`src/rtl/pipeline_hazard_ctrl.sv`:
```
// Hazard control for a 5-stage pipe: load-use stall, redirect flush, memory wait.
// Optional HAZARD_STATS_EN adds a saturating stall_count output.
`timescale 1ns/1ps
module pipeline_hazard_ctrl #(
  parameter int FLUSH_DEPTH = 2,
  parameter int MEM_TIMEOUT = 255
) (
  input  logic       clk,
  input  logic       rst,
  input  logic [4:0] id_rs1,
  input  logic [4:0] id_rs2,
  input  logic       ex_load,
  input  logic       ex_reg_write,
  input  logic [4:0] ex_rd,
  input  logic       branch_taken,
  input  logic       jalr_ex,
  input  logic       mem_req,
  input  logic       mem_ack,
  output logic       if_en,
  output logic       id_en,
  output logic       ex_en,
  output logic       id_flush,
  output logic       ex_flush,
  output logic       mem_err,
`ifdef HAZARD_STATS_EN
  output logic [15:0] stall_count,
`endif
  output logic [1:0] state
);

  typedef enum logic [1:0] {
    RUN      = 2'b00,
    FLUSH    = 2'b01,
    MEM_WAIT = 2'b10
  } state_e;

  localparam logic [2:0] FD_M1 = 3'(FLUSH_DEPTH - 1);
  localparam logic [7:0] TO    = 8'(MEM_TIMEOUT);

  state_e     cur, nxt;
  logic [2:0] fcnt, fcnt_nxt;
  logic [7:0] wcnt, wcnt_nxt;
  logic       load_use, redirect, mem_stall;

  assign load_use  = ex_load & ex_reg_write & (ex_rd != 5'd0) &
                     ((ex_rd == id_rs1) | (ex_rd == id_rs2));
  assign redirect  = branch_taken | jalr_ex;
  assign mem_stall = mem_req & ~mem_ack;
  assign state     = cur;

  always_comb begin
    nxt      = cur;
    fcnt_nxt = fcnt;
    wcnt_nxt = wcnt;
    if_en    = 1'b1;
    id_en    = 1'b1;
    ex_en    = 1'b1;
    id_flush = 1'b0;
    ex_flush = 1'b0;
    mem_err  = 1'b0;
    case (cur)
      RUN, FLUSH: begin
        if (mem_stall) begin
          // freeze already in the cycle the memory stage first stalls
          if_en    = 1'b0;
          id_en    = 1'b0;
          ex_en    = 1'b0;
          nxt      = MEM_WAIT;
          wcnt_nxt = 8'd0;
          fcnt_nxt = 3'd0;
        end else if (redirect) begin
          id_flush = 1'b1;
          ex_flush = 1'b1;
          if (FLUSH_DEPTH > 1) begin
            nxt      = FLUSH;
            fcnt_nxt = FD_M1;
          end else begin
            nxt      = RUN;
            fcnt_nxt = 3'd0;
          end
        end else if (cur == FLUSH) begin
          id_flush = 1'b1;
          ex_flush = 1'b1;
          if (fcnt <= 3'd1) begin
            nxt      = RUN;
            fcnt_nxt = 3'd0;
          end else begin
            fcnt_nxt = fcnt - 3'd1;
          end
        end else if (load_use) begin
          if_en    = 1'b0;
          id_en    = 1'b0;
          ex_flush = 1'b1;
        end
      end
      MEM_WAIT: begin
        if_en = 1'b0;
        id_en = 1'b0;
        ex_en = 1'b0;
        if (mem_ack) begin
          nxt      = RUN;
          wcnt_nxt = 8'd0;
        end else if (wcnt == TO) begin
          mem_err  = 1'b1;
          nxt      = RUN;
          wcnt_nxt = 8'd0;
        end else begin
          wcnt_nxt = wcnt + 8'd1;
        end
      end
      default: begin
        nxt      = RUN;
        fcnt_nxt = 3'd0;
        wcnt_nxt = 8'd0;
      end
    endcase
    // reset holds the pipe frozen with bubbles in both stages
    if (rst) begin
      if_en    = 1'b0;
      id_en    = 1'b0;
      ex_en    = 1'b0;
      id_flush = 1'b1;
      ex_flush = 1'b1;
      mem_err  = 1'b0;
    end
  end

  always_ff @(posedge clk or posedge rst) begin
    if (rst) begin
      cur  <= RUN;
      fcnt <= 3'd0;
      wcnt <= 8'd0;
    end else begin
      cur  <= nxt;
      fcnt <= fcnt_nxt;
      wcnt <= wcnt_nxt;
    end
  end

`ifdef HAZARD_STATS_EN
  always_ff @(posedge clk or posedge rst) begin
    if (rst) begin
      stall_count <= 16'd0;
    end else if (!if_en && stall_count != 16'hFFFF) begin
      stall_count <= stall_count + 16'd1;
    end
  end
`endif

endmodule

```
`config.mk`:
```
export PLATFORM = sky130hd
export DESIGN_NAME = pipeline_hazard_ctrl
export DESIGN_NICKNAME = d
export VERILOG_FILES = /design/src/rtl/pipeline_hazard_ctrl.sv
export SDC_FILE = /design/constraint.sdc
export NUM_CORES = 1
export LEC_CHECK = 0
export BUFFER_PORTS_ARGS = -buffer_cell sky130_fd_sc_hd__clkbuf_2
export CAP_MARGIN = 20
export CORE_UTILIZATION = 52
export DETAILED_ROUTE_END_ITERATION = 7
export MAX_ROUTING_LAYER = met4
export PLACE_DENSITY_LB_ADDON = 0.05
export SYNTH_ARGS = -nofsm -noshare
export SYNTH_HDL_FRONTEND = slang
export SYNTH_SLANG_ARGS = --single-unit
```
`constraint.sdc`:
```
create_clock -name clk -period 3.3 [get_ports clk]
set_input_delay 0 -clock clk [delete_from_list [all_inputs] [get_ports clk]]
set_output_delay 0 -clock clk [all_outputs]
set_load 0.03 [all_outputs]
```
# Word level (Yosys, flattened, before mapping)
# Index checks and enable logic that the tools add are counted.
# W data, S select, Z words.
[classes] addsub=2 order_cmp=1 n_reduce_logical=5 eq_ne=9 n_bitwise=8 mux=40
[op_table] op="$mux W8" count=3
[op_table] op="$mux W1" count=22
[op_table] op="$pmux W8 S2" count=1
[op_table] op="$mux W2" count=6
[op_table] op="$mux W3" count=4
[op_table] op="$eq A5 B5 Y1" count=2
[op_table] op="$add A8 B1 Y8 const B" count=1
[op_table] op="$eq A8 B8 Y1 const B" count=1
[op_table] op="$ne A4 B4 Y1 const B" count=2
[op_table] op="$pmux W3 S2" count=1
[op_table] op="$reduce_bool A5 Y1" count=1
[op_table] op="$and A1 B1 Y1" count=4
[op_table] op="$pmux W1 S2" count=2
[op_table] op="$pmux W2 S2" count=1
[op_table] op="$le A3 B1 Y1 const B" count=1
[op_table] op="$ne A3 B3 Y1 const B" count=1
[op_table] op="$reduce_and A3 Y1" count=1
[op_table] op="$sub A3 B1 Y3 const B" count=1
[op_table] op="$eq A2 B1 Y1 const B" count=1
[op_table] op="$eq A2 B2 Y1 const B" count=1
[op_table] op="$logic_not A2 Y1" count=1
[op_table] op="$ne A2 B2 Y1 const B" count=1
[op_table] op="$not A1 Y1" count=2
[op_table] op="$or A1 B1 Y1" count=2
[op_table] op="2 further kinds" count=2
[word_totals] out_inout_bits=8 register_bits=13 elab_cells=68

# Longest topological paths before layout
# Gate-level depths: netlist (run 1).
[logic_depth] ltp_word=9 depth_mapped=6 ltp_nobuf=6

# Least setup slack after synthesis (run 1)
# OpenSTA, ideal clock, no wires.
[synth_timing] kind="reg2out" from="register cur[1], in the netlist state[1]" to="output if_en" n_path_buf=2 setup_slack_ns=1.225 stages_incl_launch_ff=6 required_time_ns=3.300 arrival_time_ns=2.075 cell_sequence="dfrtp_1 > buf_2 > nor3b_2 > or3_1 > a31oi_1 > buf_4"
[synth_via] elab_chain_cells=6 elab_cells_between_ends=9 cone_classes="eq/ne: 2; mux: 5; reduce/logical: 2"
[synth_rtl] element="start, declared" line="40" rtl="state_e cur, nxt;"
[synth_rtl] element="start signal, assigned" line="134" rtl="cur <= nxt;"
[synth_rtl] element="$eq A2 B1 Y1"
[synth_rtl] element="$mux W1 (3 in a row)"
[synth_rtl] element="$pmux W1 S2 *"
[synth_rtl] element="$mux W1 *"
[synth_rtl] element="end, declared" line="19" rtl="output logic if_en,"
# Mark *: on every way between the ends. The rest lies on a longest branch, timed or not.

# Worst setup path in the final report (run 1)
[layout_timing] from="register cur[1], in the netlist state[1]" to="output ex_flush"
[layout_via] elab_chain_cells=6 elab_cells_between_ends=8 cone_classes="eq/ne: 1; mux: 5; reduce/logical: 2"
[layout_rtl] element="$eq A2 B1 Y1" line="61, 81"
[layout_rtl] element="$mux W1" line="81" rtl="end else if (cur == FLUSH) begin"
[layout_rtl] element="$mux W1" line="71" rtl="end else if (redirect) begin"
[layout_rtl] element="$mux W1" line="63" rtl="if (mem_stall) begin"
[layout_rtl] element="$mux W1 *" line="61" rtl="case (cur)"
[layout_rtl] element="$mux W1 *" line="118" rtl="if (rst) begin"
[layout_rtl] element="end, declared" line="23" rtl="output logic ex_flush,"
# Marked as above.

==> impl_metrics.csv, run 1 <==
group,metric,value,unit
timing,clock_skew,10.3,ps
clock_network,cts-root-buf,"clkbuf_4",
setup_path,crit_arrival,1940,ps
timing,hold_viol_final,0,
setup_path,required,3300,ps
timing,fin_crit,1940,ps
timing,fin_crit_sh,0.589,
placed_design,io_buffers,30,
drt,first_pass_iters,6,
floorplanning,die_area,1910,sq um
power_and_ir_drop,p_sw,134,uW
synth,yosysWarnings,0,
power_and_ir_drop,cellLeakagePower,0.523,nW
power_and_ir_drop,pwr-share-comb,0.296,
synth,yosysTopAreaCellShare,0.361,
drt,vias,839,
floorplanning,io_pins,31,
timing,setup_slack,1360,ps
finish,synthToLayoutAreaGrowth,21.1,%
synth,synth-main-ff-cell,"dfrtp_1",
setup_path,crit_path_max_fanout,13,
timing,rsz0062_at_grt,"false",
grt,grt-ovfl-total,0,
clock_network,cts-resized-gates,0,
grt,grt_usage,0.255,
clock_network,cts_sinks,13,
power_and_ir_drop,swShare,0.337,
finish,nNetsFinal,159,
drt,routed_wl,2.00,mm
setup_path,endpoint_kind,"output pin",
clock_network,cts_max_level,1,
job,maxCapViolCount,0,
synth,synth_area_leader_cell,"dfrtp_1",
synth,ys_types,37,
timing,setup-violations-final,0,
clock_network,cts_buffers,3,
clock_network,path_clk_slew,90,ps
timing,holdWs,86.6,ps
setup_path,worstSetupStartpoint,"state[1]",
clock_network,clockBufferDepth,2,
drt,drc_errors,4,
run_status,outcome,"finished, violations left",
setup_path,r2r-start,"state[1]",
finish,drive_above_1_share,0.295,
clock_network,clock_latency,270,ps
floorplanning,die_x,43.7,um
floorplanning,die_y,43.7,um
synth,yosysSeqAreaShare,0.361,
timing,tightest_slew,518,ps
run_status,violations,"design-rule violations",
finish,antenna_cells,0,
power_and_ir_drop,vdd_drop_max,299,uV
timing,final.setup.tns,0,ps
power_and_ir_drop,clock_power_share,0.246,
synth,yosys_register_bits,13,
synth,syn_nets,126,
hold_path,min_path_type,"in -> reg",
synth,synthesis.area,902,sq um
grt,grt_pass1_vias,835,
floorplanning,core-area,1560,sq um
synth,avgSynthCellArea,9.02,sq um
power_and_ir_drop,seq_power_share,0.458,
drt,drt-initial-drc-count,17,
power_and_ir_drop,p_int,264,uW
drt,ant_nets,0,
synth,yosys.cell_count.top_type,"dfrtp_1",
synth,synth_edf_count,0,
clock_network,post_cts_buffers,0,
placed_design,dp_hpwl,1.59,mm
grt,grt_max_degree,15,
placed_design,post-place-cells,143,
grt,grt_pass1_wl,3.49,mm
timing,slew_viol_final,0,
synth,synthCells,100,
placed_design,place_congestion,0.846,
drt,wl_per_cell,13.5,um
floorplanning,initial_core_util,0.579,
setup_path,critPathLaunchType,"flop",
placed_design,pre_cts_ws,1660,ps
synth,synthTopCellsByCount,"dfrtp_1 (13), nor2_1 (11), xnor2_1 (10), o21ai_0 (8), nand2_1 (7)",
timing,slew_headroom,0.655,
drt,vias_per_cell,5.67,
finish,fill_cells,132,
setup_path,path_class,"reg -> out",
timing,fmax,0.514,GHz
finish,fin_cells,148,
floorplanning,rows,14,
grt,antenna_found_initial,0,
synth,netlist_top_cells_area,"dfrtp_1 (36%), xnor2_1 (9.7%), nor2_1 (4.6%), o21ai_0 (4.4%), ha_1 (4.2%)",
power_and_ir_drop,powerDensity,365,nW/um^2
hold_path,hold_start,"mem_ack",
synth,async_reset_ff_frac,1.00,
clock_network,cts_tree,"built",
path summary, 6_finish.rpt:
| kind | end | cells after the start | slack, ps |
|---|---|---|---|
| min in group asynchronous | wcnt[1] | 3 | 330 |
| max in group asynchronous | fcnt[2] | 3 | 2610 |
| min reg2reg | wcnt[2] | 1 | 510 |
| min | wcnt[2] | 4 | 90 |
| max reg2reg | wcnt[3] | 4 | 1640 |
| max | ex_flush | 4 | 1360 |
placed cells by master, fill, tap and decap left out, types with 3 or more instances in the layout:
cell type / Yosys / routed
nor2_1: 11 / 11
clkbuf_2: 0 / 30
o2111ai_1: 3 / 3
xnor2_1: 10 / 10
dfrtp_1: 13 / 13
clkbuf_4: 0 / 3
nand2_1: 7 / 7
xor2_1: 4 / 4
inv_1: 6 / 6
ha_1: 3 / 3
o21ai_0: 8 / 8
critical path: stages, from the launching register on:
cell,delay [ps]
dfrtp_1,520
nor3b_2,440
nor2_1,220
a311o_1,310
clkbuf_2,180
sequential cells by signal, summed over array words and instances, names as in the netlist:
signal	count
fcnt	3
state	2
wcnt	8
what timing repair did:
item                                   in CTS  in global routing
hold buffers                                1                  0
endpoints found under the hold margin      13                  0
setup endpoints to repair                   0                  0
cells by family (layout without fill, tap and decap cells):
family,Yosys count,count (layout),share of synthesized area
AND/OR/NAND/NOR,33,33,0.193
AO/OA/AOI/OAI,27,27,0.214
XOR/XNOR,14,14,0.136
flip-flops,13,13,0.361
buffers and inverters,9,41,0.0430
adder cells (fa/ha/maj),3,3,0.0416
multiplexers,1,1,0.0125
cell type report:
class | instances | area [sq um] | share of cell area
Timing Repair Buffer | 31 | 160 | 0.147
Inverter | 6 | 22.5 | 0.0206
Multi-Input combinational cell | 78 | 538 | 0.493
Sequential cell | 13 | 325 | 0.298
Clock buffer | 4 | 26.3 | 0.0241
Tap cell | 16 | 20.0 | 0.0183
per-stage QoR:
| stage | utilization | instance area, sq um | power, mW |
|---|---|---|---|
| global route | 0.701 | 1090 | 0.425 |
| CTS | 0.701 | 1090 | 0.402 |
| floorplan | - | 902 | 0.265 |
| global placement | 0.677 | 1060 | 0.300 |
| finish | 0.701 | 1090 | 0.398 |
| detailed placement | 0.677 | 1060 | 0.303 |
power groups by stage:
stage               clock network [mW]  logic [mW]  registers, mW
global route                     0.108       0.132          0.185
CTS                              0.101       0.119          0.182
finish                          0.0981       0.118          0.182
floorplan                            0      0.0787          0.186
detailed placement                   0       0.117          0.186
global placement                     0       0.115          0.185
metal layers:
layer / routed length [um] / vias up / global-route usage
li1: - / 426 / -
met1: 896 / 381 / 0.332
met2: 952 / 30 / 0.400
met3: 137 / 2 / 0.0542
met4: 13 / 0 / 0.0688
met5: 0 / - / -
Note: power is estimated with default switching activity, not from simulation.
==> run 2: changes to the inputs <==
--- a/config.mk
+++ b/config.mk
@@ -5,9 +5,10 @@
 export SDC_FILE = /design/constraint.sdc
 export NUM_CORES = 1
 export LEC_CHECK = 0
+export ABC_AREA = 1
 export BUFFER_PORTS_ARGS = -buffer_cell sky130_fd_sc_hd__clkbuf_2
 export CAP_MARGIN = 20
-export CORE_UTILIZATION = 52
+export CORE_UTILIZATION = 50
 export DETAILED_ROUTE_END_ITERATION = 7
 export MAX_ROUTING_LAYER = met4
 export PLACE_DENSITY_LB_ADDON = 0.05
==> constraint.sdc (replaced) <==
create_clock -name clk -period 1.9 [get_ports clk]
set_input_delay 0 -clock clk [delete_from_list [all_inputs] [get_ports clk]]
set_output_delay 0 -clock clk [all_outputs]
set_load 0.03 [all_outputs]
==> impl_metrics.csv, run 2 <==
group,metric,value,unit
run_status,outcome,"finished, final reports clean",
floorplanning,die_area,2180,sq um
drt,vias_per_cell,4.95,
timing,rsz0062_at_grt,"false",
synth,async_reset_ff_frac,1.00,
timing,slew_headroom,0.796,
clock_network,post_cts_buffers,0,
timing,fin_crit_sh,0.915,
placed_design,dp_hpwl,1.84,mm
drt,routed_wl,2.26,mm
grt,grt_use_met3,0.0692,
finish,antenna_cells,0,
synth,synth_fa_ha_area_frac,0.0375,
drt,drc_errors,0,
synth,synthXorXnorAreaFrac,0.0525,
timing,setup-violations-final,0,
grt,top_usage_layer,"met2",
grt,grt_pass1_wl,3.62,mm
floorplanning,rows,15,
clock_network,cts-root-buf,"clkbuf_4",
grt,use_met1,0.269,
drt,drt-initial-drc-count,23,
synth,syn_nets,180,
hold_path,min_path_type,"in -> reg",
floorplanning,core-area,1800,sq um
finish,fin_cells,214,
clock_network,cts_max_level,1,
timing,slew_viol_final,0,
finish,seqCellArea,325,sq um
timing,clock_skew,10.3,ps
grt,grt_usage,0.245,
setup_path,required,1900,ps
setup_path,crit_path_max_fanout,4,
finish,final_cell_mix,"nand2_1 (45), inv_1 (31), clkbuf_2 (30)",
synth,netlist_top_cells_area,"dfrtp_1 (33%), nand2_1 (17%), inv_1 (12%), nor2_1 (6.4%), nand3_1 (5.0%)",
finish,multi_input_area,548,sq um
finish,largest_reg_flops,8,
setup_path,path_class,"reg -> out",
power_and_ir_drop,cellLeakagePower,0.735,nW
floorplanning,io_pins,31,
grt,antenna_found_initial,0,
grt,grt_max_degree,14,
finish,fill_cells,179,
clock_network,cts_buffers,3,
synth,synth-main-ff-cell,"dfrtp_1",
setup_path,critPathLaunchType,"flop",
synth,synthCells,154,
synth,synth.area.mux_share,0,
synth,synthTopCellsByCount,"nand2_1 (45), inv_1 (31), nor2_1 (17), dfrtp_1 (13), nand3_1 (10)",
grt,grt-ovfl-total,0,
synth,ys_types,22,
drt,wl_per_cell,10.5,um
finish,nNetsFinal,216,
timing,setup_slack,161,ps
floorplanning,initial_core_util,0.556,
synth,yosysWarnings,0,
synth,avgSynthCellArea,6.50,sq um
grt,use_met2,0.414,
synth,yosysSeqAreaShare,0.325,
timing,fmax,0.575,GHz
placed_design,place_congestion,0.870,
power_and_ir_drop,vdd_drop_max,522,uV
timing,fin_crit,1740,ps
synth,synth_top_family_by_area,"simple AND/OR/NAND/NOR gates",
power_and_ir_drop,powerDensity,640,nW/um^2
floorplanning,die_x,46.7,um
drt,ant_nets,0,
finish,layout_commonest_cell,"nand2_1",
finish,drive_above_1_share,0.249,
placed_design,io_buffers,30,
placed_design,pre_cts_ws,462,ps
synth,synthesis.area,1000,sq um
drt,vias,1059,
clock_network,clock_latency,290,ps
job,maxCapViolCount,0,
synth,synth_edf_count,0,
synth,yosys_register_bits,13,
setup_path,crit_arrival,1740,ps
clock_network,cts_tree,"built",
setup_path,endpoint_kind,"output pin",
finish,synthToLayoutAreaGrowth,22.2,%
timing,tightest_slew,304,ps
clock_network,cts-resized-gates,0,
timing,hold_viol_final,0,
clock_network,clockBufferDepth,2,
synth,synth_compound_area_frac,0.0800,
timing,final.setup.tns,0,ps
placed_design,post-place-cells,209,
clock_network,cts_sinks,13,
drt,first_pass_iters,4,
finish,regMostFlops,"wcnt",
synth,yosysTopAreaCellShare,0.325,
grt,grt_pass1_vias,948,
floorplanning,die_y,46.7,um
clock_network,path_clk_slew,90,ps
synth,yosys.cell_count.top_type,"nand2_1",
synth,yosys.area_share.simple,0.374,
synth,synth_area_leader_cell,"dfrtp_1",
==> run 2: report_power, final <==
group | internal, mW | switching, mW | leakage (nW) | total, mW
clock | 0.0785 | 0.103 | 0.0177 | 0.181
combinational | 0.0973 | 0.185 | 0.542 | 0.282
sequential | 0.300 | 0.0202 | 0.175 | 0.320
total | 0.476 | 0.308 | 0.735 | 0.784
==> run 2: worst paths after layout <==
path                            endpoint    start  slack, ps  cells past startpoint
max in group asynchronous        wcnt[2]      rst       1400                      4
min in group asynchronous        wcnt[0]      rst        330                      4
worst min register to register   fcnt[1]  fcnt[1]        530                      2
worst min-delay path             wcnt[0]  mem_ack         30                      4
worst max register to register   wcnt[4]  wcnt[0]        420                      8
worst max-delay path             mem_err  wcnt[0]        160                      6
==> run 2: critical path, stage by stage (launching register included) <==
cell      delay (ps)
dfrtp_1          400
ha_1             230
nand4_1          130
nor2_1           140
nand2_1           90
nor3_1           190
clkbuf_2         250
==> run 2: area by class of cell <==
type / count / share of cell area
clock buffers: 3 / 0.0184
clock inverters: 1 / 0.00409
inverters: 33 / 0.101
multi-input cells: 107 / 0.448
flip-flops and latches: 13 / 0.266
well taps: 25 / 0.0256
repair buffers: 32 / 0.137
==> run 2: metrics by stage <==
| stage | power [mW] | hold WS, ps | cell area, sq um | utilization |
|---|---|---|---|---|
| after CTS | 0.792 | 34.7 | 1220 | 0.679 |
| after global routing | 0.834 | 83.2 | 1220 | 0.679 |
| after floorplan | 0.522 | -115 | 1000 | - |
| final | 0.784 | 34.1 | 1220 | 0.679 |
| after detailed placement | 0.608 | 94.4 | 1190 | 0.658 |
| after global placement | 0.596 | 86.6 | 1190 | 0.658 |
==> run 2: metal layers <==
metal | share of wire | vias up | wire (um)
met5 | 0 | - | 0
met4 | 0.017 | 0 | 39
met3 | 0.049 | 5 | 111
met2 | 0.50 | 21 | 1140
met1 | 0.43 | 493 | 968
li1 | - | 540 | -
==> run 2: cells by family (layout without fill, tap and decap cells) <==
group	Yosys count	count (layout)
AOI/OAI and AO/OA	13	13
and+or+nand+nor	85	85
adders and majority gates	3	3
buffers and inverters	34	69
xor gates and xnor gates	6	6
DFF	13	13
==> run 2: timing repair <==
action / 4_1_cts / 5_1_grt
endpoints found under the setup margin: 0 / 0
hold endpoints to repair: 13 / 0
hold buffers: 1 / 0
==> run 3: changes to the inputs <==
--- a/config.mk
+++ b/config.mk
@@ -8,6 +8,7 @@
 export ABC_AREA = 1
 export BUFFER_PORTS_ARGS = -buffer_cell sky130_fd_sc_hd__clkbuf_2
 export CAP_MARGIN = 20
+export CORE_MARGIN = 3
 export CORE_UTILIZATION = 50
 export DETAILED_ROUTE_END_ITERATION = 7
 export MAX_ROUTING_LAYER = met4
==> impl_metrics.csv, run 3 (synthesis results as in run 2) <==
group,metric,value,unit
run_status,outcome,"finished, final reports clean",
setup_path,endpoint_kind,"output pin",
power_and_ir_drop,cellLeakagePower,0.735,nW
drt,drt-initial-drc-count,24,
grt,grt_usage,0.203,
hold_path,min_path_type,"in -> reg",
setup_path,critical_path.max_stage_delay,450,ps
finish,multi_input_area,548,sq um
timing,setup-violations-final,0,
floorplanning,io_pins,31,
clock_network,cts_max_level,1,
grt,top_usage_layer,"met2",
grt,antenna_found_initial,0,
finish,regMostFlops,"wcnt",
drt,vias_per_cell,4.91,
clock_network,cts_buffers,3,
grt,grt-ovfl-total,0,
grt,grt_pass1_wl,3.93,mm
finish,layout_commonest_cell,"nand2_1",
finish,antenna_cells,0,
drt,first_pass_iters,4,
setup_path,critPathLaunchType,"flop",
timing,clock_skew,7.11,ps
grt,use_met2,0.348,
job,maxCapViolCount,0,
placed_design,place_congestion,0.909,
setup_path,crit_chain,"nor2_4, nand3_2, nand2_2, inv_2, a21oi_2, nand2_1, clkbuf_2",
setup_path,required,1900,ps
drt,drc_errors,0,
setup_path,path_class,"reg -> out",
timing,fin_crit,1690,ps
clock_network,clockBufferDepth,2,
setup_path,crit_path_max_fanout,10,
timing,rsz0062_at_grt,"false",
clock_network,cts_sinks,13,
clock_network,cts-resized-gates,0,
timing,final.setup.tns,0,ps
placed_design,io_buffers,30,
power_and_ir_drop,vdd_drop_max,631,uV
finish,nNetsFinal,216,
timing,fin_crit_sh,0.887,
power_and_ir_drop,powerDensity,633,nW/um^2
grt,use_met1,0.237,
drt,ant_nets,0,
grt,grt_max_degree,14,
drt,vias,1051,
clock_network,cts_tree,"built",
floorplanning,die_area,2570,sq um
floorplanning,die_x,50.7,um
timing,slew_viol_final,0,
finish,final_cell_mix,"nand2_1 (45), inv_1 (31), clkbuf_2 (30)",
clock_network,clock_latency,280,ps
grt,grt_use_met3,0.0504,
floorplanning,core-area,1800,sq um
power_and_ir_drop,finalPower,775,uW
setup_path,crit_arrival,1690,ps
finish,fill_cells,168,
grt,grt_pass1_vias,986,
timing,slew_headroom,0.808,
timing,tightest_slew,286,ps
finish,drive_above_1_share,0.249,
timing,fmax,0.593,GHz
placed_design,dp_hpwl,1.91,mm
floorplanning,rows,15,
setup_path,cp.buffers_inverters,2,
clock_network,cts-root-buf,"clkbuf_4",
drt,routed_wl,2.27,mm
finish,seqCellArea,325,sq um
clock_network,path_clk_slew,90,ps
floorplanning,die_y,50.7,um
floorplanning,initial_core_util,0.556,
drt,wl_per_cell,10.6,um
finish,largest_reg_flops,8,
timing,hold_viol_final,0,
setup_path,slowest_stage,"dfrtp_1",
setup_path,cp_top_family,"simple AND/OR/NAND/NOR gates",
finish,synthToLayoutAreaGrowth,22.2,%
run 3: path summary, 6_finish.rpt:
path	startpoint	endpoint	slack [ps]	depth (start not counted)
worst max-delay path	state[1]	ex_flush	210	7
max in group asynchronous	rst	wcnt[6]	1420	4
worst max register to register	wcnt[0]	wcnt[7]	450	8
worst min-delay path	mem_ack	state[1]	60	4
worst min register to register	fcnt[1]	fcnt[1]	540	2
min in group asynchronous	rst	wcnt[2]	320	4
run 3: repair_timing:
action	CTS	global route
hold buffers	1	0
buffers inserted	0	0
endpoints found under the hold margin	13	0
run 3: final cells by class:
cell class,count,share of cell area
multi-input combinational,107,0.448
tap,25,0.0256
clock inverter,1,0.00409
sequential,13,0.266
inverter,33,0.101
timing repair buffer,32,0.137
clock buffer,3,0.0184
run 3: where the power goes:
group          internal [mW]  switching, mW  leakage [nW]
clock network         0.0780         0.0958        0.0177
logic                 0.0965          0.186         0.542
registers              0.300         0.0186         0.175
run 3: worst reg2reg max path: cells and delay by family (launching register included):
kind	cells	cell delay, ps
simple gates	6	600
flops	1	400
fa+ha+maj	1	220
buf+inv	1	110
run 3: routing by layer:
layer  wire [um]  part of all wire
met1        1010              0.45
met2        1130              0.50
met3         104             0.046
met4          25             0.011
met5           0                 0
run 3: through the flow:
step,cells,setup WS (ps),util,cell area (sq um),hold slack (ps)
2_1_floorplan,154,199,-,1000,-115
3_3_place_gp,209,533,0.658,1190,81.1
3_5_place_dp,209,489,0.658,1190,79.1
4_1_cts,214,192,0.679,1220,57.2
5_1_grt,214,74.3,0.679,1220,75.9
6_report,214,214,0.679,1220,60.4
